[config.mk]
export PLATFORM = sky130hd
export DESIGN_NAME = async_fifo
export DESIGN_NICKNAME = d
export VERILOG_FILES = /design/src/rtl/async_fifo.sv
export SDC_FILE = /design/constraint.sdc
export NUM_CORES = 1
export LEC_CHECK = 0
export BUFFER_PORTS_ARGS = -buffer_cell sky130_fd_sc_hd__buf_2
export CORE_ASPECT_RATIO = 1.1
export CORE_MARGIN = 10
export CORE_UTILIZATION = 55
export DETAILED_ROUTE_END_ITERATION = 7
export PLACE_DENSITY = 0.74
export SLEW_MARGIN = 0
export SYNTH_ARGS = -nofsm -noshare
export SYNTH_HDL_FRONTEND = slang
export SYNTH_SLANG_ARGS = --single-unit
[constraint.sdc]
create_clock -name clk -period 2.5 [get_ports clk]
set_clock_uncertainty 0.1 [all_clocks]
set_input_delay 0.5 -clock clk [delete_from_list [all_inputs] [get_ports clk]]
set_output_delay 0.5 -clock clk [all_outputs]
set_load 0.005 [all_outputs]
[src/rtl/async_fifo.sv]
// -----------------------------------------------------------------------------
// async_fifo
//   Self-stimulating single-clock FIFO demonstrator. An internal generator
//   writes an incrementing DATA_W-bit sequence into a 2**ADDR_W-entry buffer
//   on every cycle that the buffer is not full. An internal rate divider issues
//   a read strobe every RD_DIV cycles, and each strobe drains one entry while
//   the buffer is not empty. The block models a fast producer that feeds a slow
//   consumer.
//
//   Optional feature: defining ASYNC_FIFO_LEVEL_EN adds the `level` output,
//   which is the current occupancy (wptr - rptr).
//
// Ports
//   clk       in   1         single clock, rising edge
//   reset     in   1         asynchronous, active-high; clears all state
//   data_out  out  DATA_W    last word read (registered)
//   wr_full   out  1         buffer holds 2**ADDR_W entries
//   rd_empty  out  1         buffer holds 0 entries
//   level     out  ADDR_W+1  occupancy 0..2**ADDR_W (ASYNC_FIFO_LEVEL_EN only)
// -----------------------------------------------------------------------------
module async_fifo #(
  parameter int DATA_W = 8,
  parameter int ADDR_W = 4,
  parameter int RD_DIV = 10
) (
  input  logic              clk,
  input  logic              reset,
  output logic [DATA_W-1:0] data_out,
  output logic              wr_full,
  output logic              rd_empty
`ifdef ASYNC_FIFO_LEVEL_EN
  ,
  output logic [ADDR_W:0]   level
`endif
);

  localparam int DEPTH = 2 ** ADDR_W;
  localparam int DIV_W = $clog2(RD_DIV);

  logic [DATA_W-1:0] mem_q [DEPTH];

  logic [ADDR_W:0]   wptr_q, wptr_d;
  logic [ADDR_W:0]   rptr_q, rptr_d;
  logic [DATA_W-1:0] gen_q, gen_d;
  logic [DIV_W-1:0]  div_q, div_d;
  logic [DATA_W-1:0] data_q, data_d;

  logic strobe;
  logic wr_en;
  logic rd_en;

  // The extra pointer MSB tells apart full (laps differ) and empty (same lap)
  // when the address bits are equal.
  assign rd_empty = (wptr_q == rptr_q);
  assign wr_full  = (wptr_q[ADDR_W] != rptr_q[ADDR_W]) &&
                    (wptr_q[ADDR_W-1:0] == rptr_q[ADDR_W-1:0]);

  // The divider free-runs and does not depend on the FIFO state.
  assign strobe = (div_q == DIV_W'(RD_DIV - 1));

  // The flags come from the registered pointers, so a read and a write in the
  // same edge cannot unblock each other.
  assign wr_en = !wr_full;
  assign rd_en = strobe && !rd_empty;

  always_comb begin
    // NOTE: every combinational output gets a default first, so that no path
    // leaves a variable unassigned and no latch is inferred.
    wptr_d = wptr_q;
    rptr_d = rptr_q;
    gen_d  = gen_q;
    data_d = data_q;
    div_d  = strobe ? '0 : div_q + DIV_W'(1);

    if (wr_en) begin
      wptr_d = wptr_q + (ADDR_W+1)'(1);
      gen_d  = gen_q + DATA_W'(1);
    end

    if (rd_en) begin
      rptr_d = rptr_q + (ADDR_W+1)'(1);
      data_d = mem_q[rptr_q[ADDR_W-1:0]];
    end
  end

  // NOTE: state registers use non-blocking assignments so that every register
  // samples the pre-edge values, whatever order the blocks are evaluated in.
  always_ff @(posedge clk or posedge reset) begin
    if (reset) begin
      wptr_q <= '0;
      rptr_q <= '0;
      gen_q  <= '0;
      div_q  <= '0;
      data_q <= '0;
    end else begin
      wptr_q <= wptr_d;
      rptr_q <= rptr_d;
      gen_q  <= gen_d;
      div_q  <= div_d;
      data_q <= data_d;
    end
  end

  // NOTE: the storage array has no reset. An entry is read only after it has
  // been written, so its power-up value is never observed, and leaving out the
  // reset lets the array map onto plain storage.
  always_ff @(posedge clk) begin
    if (wr_en) begin
      mem_q[wptr_q[ADDR_W-1:0]] <= gen_q;
    end
  end

  assign data_out = data_q;

`ifdef ASYNC_FIFO_LEVEL_EN
  // The subtraction modulo 2**(ADDR_W+1) gives 0..DEPTH without any special case.
  assign level = wptr_q - rptr_q;
`endif

endmodule

==> summary.md <==
| Metric | Value |
|---|---|
| Outcome | `complete, no violations` |
| CP startpoint | `wptr_q[3]$_DFFE_PP0N_` |
| Drt first pass iters | `4` |
| Logic pwr share | `0.2%` |
| Critical path, cell by cell | `xnor2_2 > and4_4 > nand2_4 > buf_4 > inv_2 > buf_2` |
| Routed WL | `13.08 mm` |
| Yosys reg bits | `158` |
| Die Y | `134.0 µm` |
| Min cycle time layout | `2402 ps` |
| CP Class | `register to output pin` |
| Port bufs | `11` |
| Clk pwr share | `49.0%` |
| Largest family of logic cells by synthesized area | `multiplexers` |
| Synth Area in Adders | `1.155%` |
| Num ports | `12` |
| Die area | `16570 µm²` |
| Post-Syn Area | `6500 µm²` |
| CP peak stage delay | `490 ps` |
| Rows | `41` |
| Lkg Pwr | `2.674 nW` |
| Synth Area in Compound Gates | `3.985%` |
| Psw | `1.002 mW` |
| Via count | `3292` |
| Sink Count | `158` |
| CTS HTree Levels | `4` |
| Layout cells sized above 1 | `25.13%` |
| Root buf cell | `clkbuf_16` |
| Fill cell count | `766` |
| Vias per cell | `6.007` |
| Setup TNS Final | `0 ps` |
| Final setup violation count | `0` |
| Post-Syn Instances | `350` |
| Slew of the pin with the lowest slew margin | `920.6 ps` |
| Peak Freq | `416.3 MHz` |
| Largest net degree at the start of global routing | `31` |
| Most frequent cell after synthesis | `edfxtp_1` |
| Slowest-stage cell, CP | `dfrtp_1` |
| VDD IR max | `0.4822 mV` |
| HP Class | `primary input to asynchronous set/reset pin` |
| Post-synth ARST share | `18.99%` |
| TritonCTS clock tree | `built` |
| Placer Congestion | `0.8044` |
| Multiplexer area fraction after synthesis | `15.23%` |
| Final hold violation count | `0` |
| Initial drt markers | `343` |
| Critical path peak fanout | `13` |
| Reg2reg start | `rptr_q[1]$_DFFE_PP0P_` |
| Setup crit end kind | `output pin` |
| Area share of xor/xnor cells in the synthesized design | `2.964%` |
| Commonest cells post-synth | `128 x edfxtp_1, 30 x dfrtp_1, 16 x mux2i_1, 13 x and3_1, 13 x mux4_1` |
| Synth unique cells | `39` |
| Final worst path period share | `96.08%` |
| GRT Util Overall | `17.00%` |
| Max-cap violations | `0` |
| P per Cell Area | `737.9 nW/µm²` |
| Switching Share | `18.11%` |
| Multi-input logic area | `1833 µm²` |
| Average wire per standard cell | `23.87 µm` |
| RSZ-0062 raised after global routing | `no` |
| Ys Warns | `0` |
| Fin nets | `393` |
| P&R area growth vs syn | `15.34%` |
| Main flop type after synthesis | `edfxtp_1` |
| Tot Pwr | `5.532 mW` |
| Register area share after synthesis | `70.68%` |
| Clock-pin transition on the worst setup and hold timing paths | `60 ps` |
| Number of synthesized flops with an enable pin | `128` |
| Overflow after GRT | `0` |
| Ant diodes | `0` |
| Post-CTS Hold Buffers | `0` |
| Hpwl dp | `8.098 mm` |
| Sequential share of power | `50.8%` |
| Synth Net Count | `358` |
| Die X | `123.7 µm` |
| Top cell type's share of synthesized area | `59.13%` |
| CP top delay family | `flip-flops` |
| Slew Limit Fails | `0` |
| Post-synth top area cell | `edfxtp_1` |
| Post-route antenna net violation count | `0` |
| First-pass GRT wire length | `20.61 mm` |
| Layout Utilization | `64.95%` |
| Crit path buffers/inverters | `3` |
| Arrival time at the worst endpoint | `1800 ps` |
| Initial Util | `56.31%` |
| Clock Tree Buf Depth | `2` |
| CP required | `1900 ps` |
| Simple-gate share of the synthesized area | `4.081%` |
| Slew Limit Headroom | `38.50%` |
| Clk_lat worst skew | `420 ps` |
| DRC | `0` |
| Synth top area cells | `edfxtp_1 59%, dfrtp_1 12%, mux4_1 5.3%` |
| Num CTS Buffers | `17` |
| Core Box Area | `11540 µm²` |
| Initial antenna violation count | `0` |
| P_int | `4.531 mW` |
| Seq. cell area | `4597 µm²` |
| Vias in the first global route | `3536` |
| Crit start category | `register` |
| Mapped Avg Cell Area | `18.57 µm²` |
-- area by class of cell --
cell class | count | share of cell area (%)
clock buffers | 21 | 6.142
clock inverters | 11 | 2.203
flip-flops and latches | 158 | 61.32
repair buffers | 33 | 2.987
well taps | 150 | 2.503
multi-input cells | 167 | 24.45
inverters | 8 | 0.4005
-- state kept, by name, indices dropped and copies added (netlist names) --
| name | cells |
|---|---|
| gen_q | 8 |
| div_q | 4 |
| rptr_q | 5 |
| data_out | 8 |
| mem_q | 128 |
| wptr_q | 5 |
-- cell families (layout without fill, tap and decap cells) --
group                      after synthesis  after routing
DFF                                    158            158
muxes                                   59             59
and+or+nand+nor                         47             47
AOI/OAI and AO/OA                       33             33
buffers and inverters                   25             73
xor gates and xnor gates                22             22
adders and majority gates                6              6
-- repair_timing --
| item | in CTS | in global routing |
|---|---|---|
| cloned | 0 | 0 |
| resized for setup | 2 | 9 |
| endpoints found under the setup margin | 1 | 1 |
| buffers inserted | 0 | 0 |
| pin swaps | 0 | 0 |
-- worst reg2reg max path: stages (launching register included) --
cell,delay [ps]
dfrtp_1,360
buf_4,310
mux4_1,610
mux2_2,290
a22o_1,230
mux2_4,250
-- metrics by stage --
| stage | worst slack, ps | hold WS (ps) | cells | cell area [µm²] |
|---|---|---|---|---|
| 4_1_cts | 16.25 | 79.66 | 548 | 7451 |
| 3_5_place_dp | 245.8 | 391.5 | 516 | 6815 |
| 6_report | 97.97 | 62.55 | 548 | 7497 |
| 5_1_grt | 3.667 | 99.64 | 548 | 7497 |
| 3_3_place_gp | 277.2 | 365.9 | 516 | 6815 |
| 2_1_floorplan | 169.2 | 352.0 | 350 | 6500 |
-- worst paths after layout --
path / end / slack [ps] / cells after the start
worst max-delay path: wr_full / 100 / 6
worst min-delay path: gen_q[5]$_DFFE_PP0N_ / 60 / 3
worst max register to register: data_out[0]$_DFFE_PP0P_ / 230 / 5
worst min register to register: gen_q[4]$_DFFE_PP0N_ / 400 / 1
max in group asynchronous: wptr_q[2]$_DFFE_PP0N_ / 1890 / 3
min in group clk: gen_q[4]$_DFFE_PP0N_ / 400 / 1
-- per-layer routing --
layer	up-vias	global-route usage [%]	share of wire, %
met3	26	3.484	3.9
met1	1697	21.62	43
li1	1465	-	-
met5	-	0	0
met4	0	7.707	2.3
met2	104	27.28	51
-- cells in the final DEF, fill, tap and decap left out, drive strengths merged, types with 8 or more instances in the layout --
cell type  Yosys  layout
a221oi         8       8
a22o           8       8
and3          13      13
buf           13      33
clkbuf         4      21
dfrtp         30      30
edfxtp       128     128
inv            8       9
mux2          19      19
mux2i         16      16
mux4          24      24
nand2b         8       8
xnor2         12      12
xor2          10      10
-- power groups by stage --
stage	clock, mW	sequential, mW	combinational [mW]
after floorplan	0	2.86	0.00718
after global placement	0	2.86	0.0132
after detailed placement	0	2.86	0.0133
after CTS	2.73	2.81	0.0135
after global routing	2.84	2.81	0.0144
final	2.71	2.81	0.0125
Note: power is estimated with default switching activity, not from simulation.
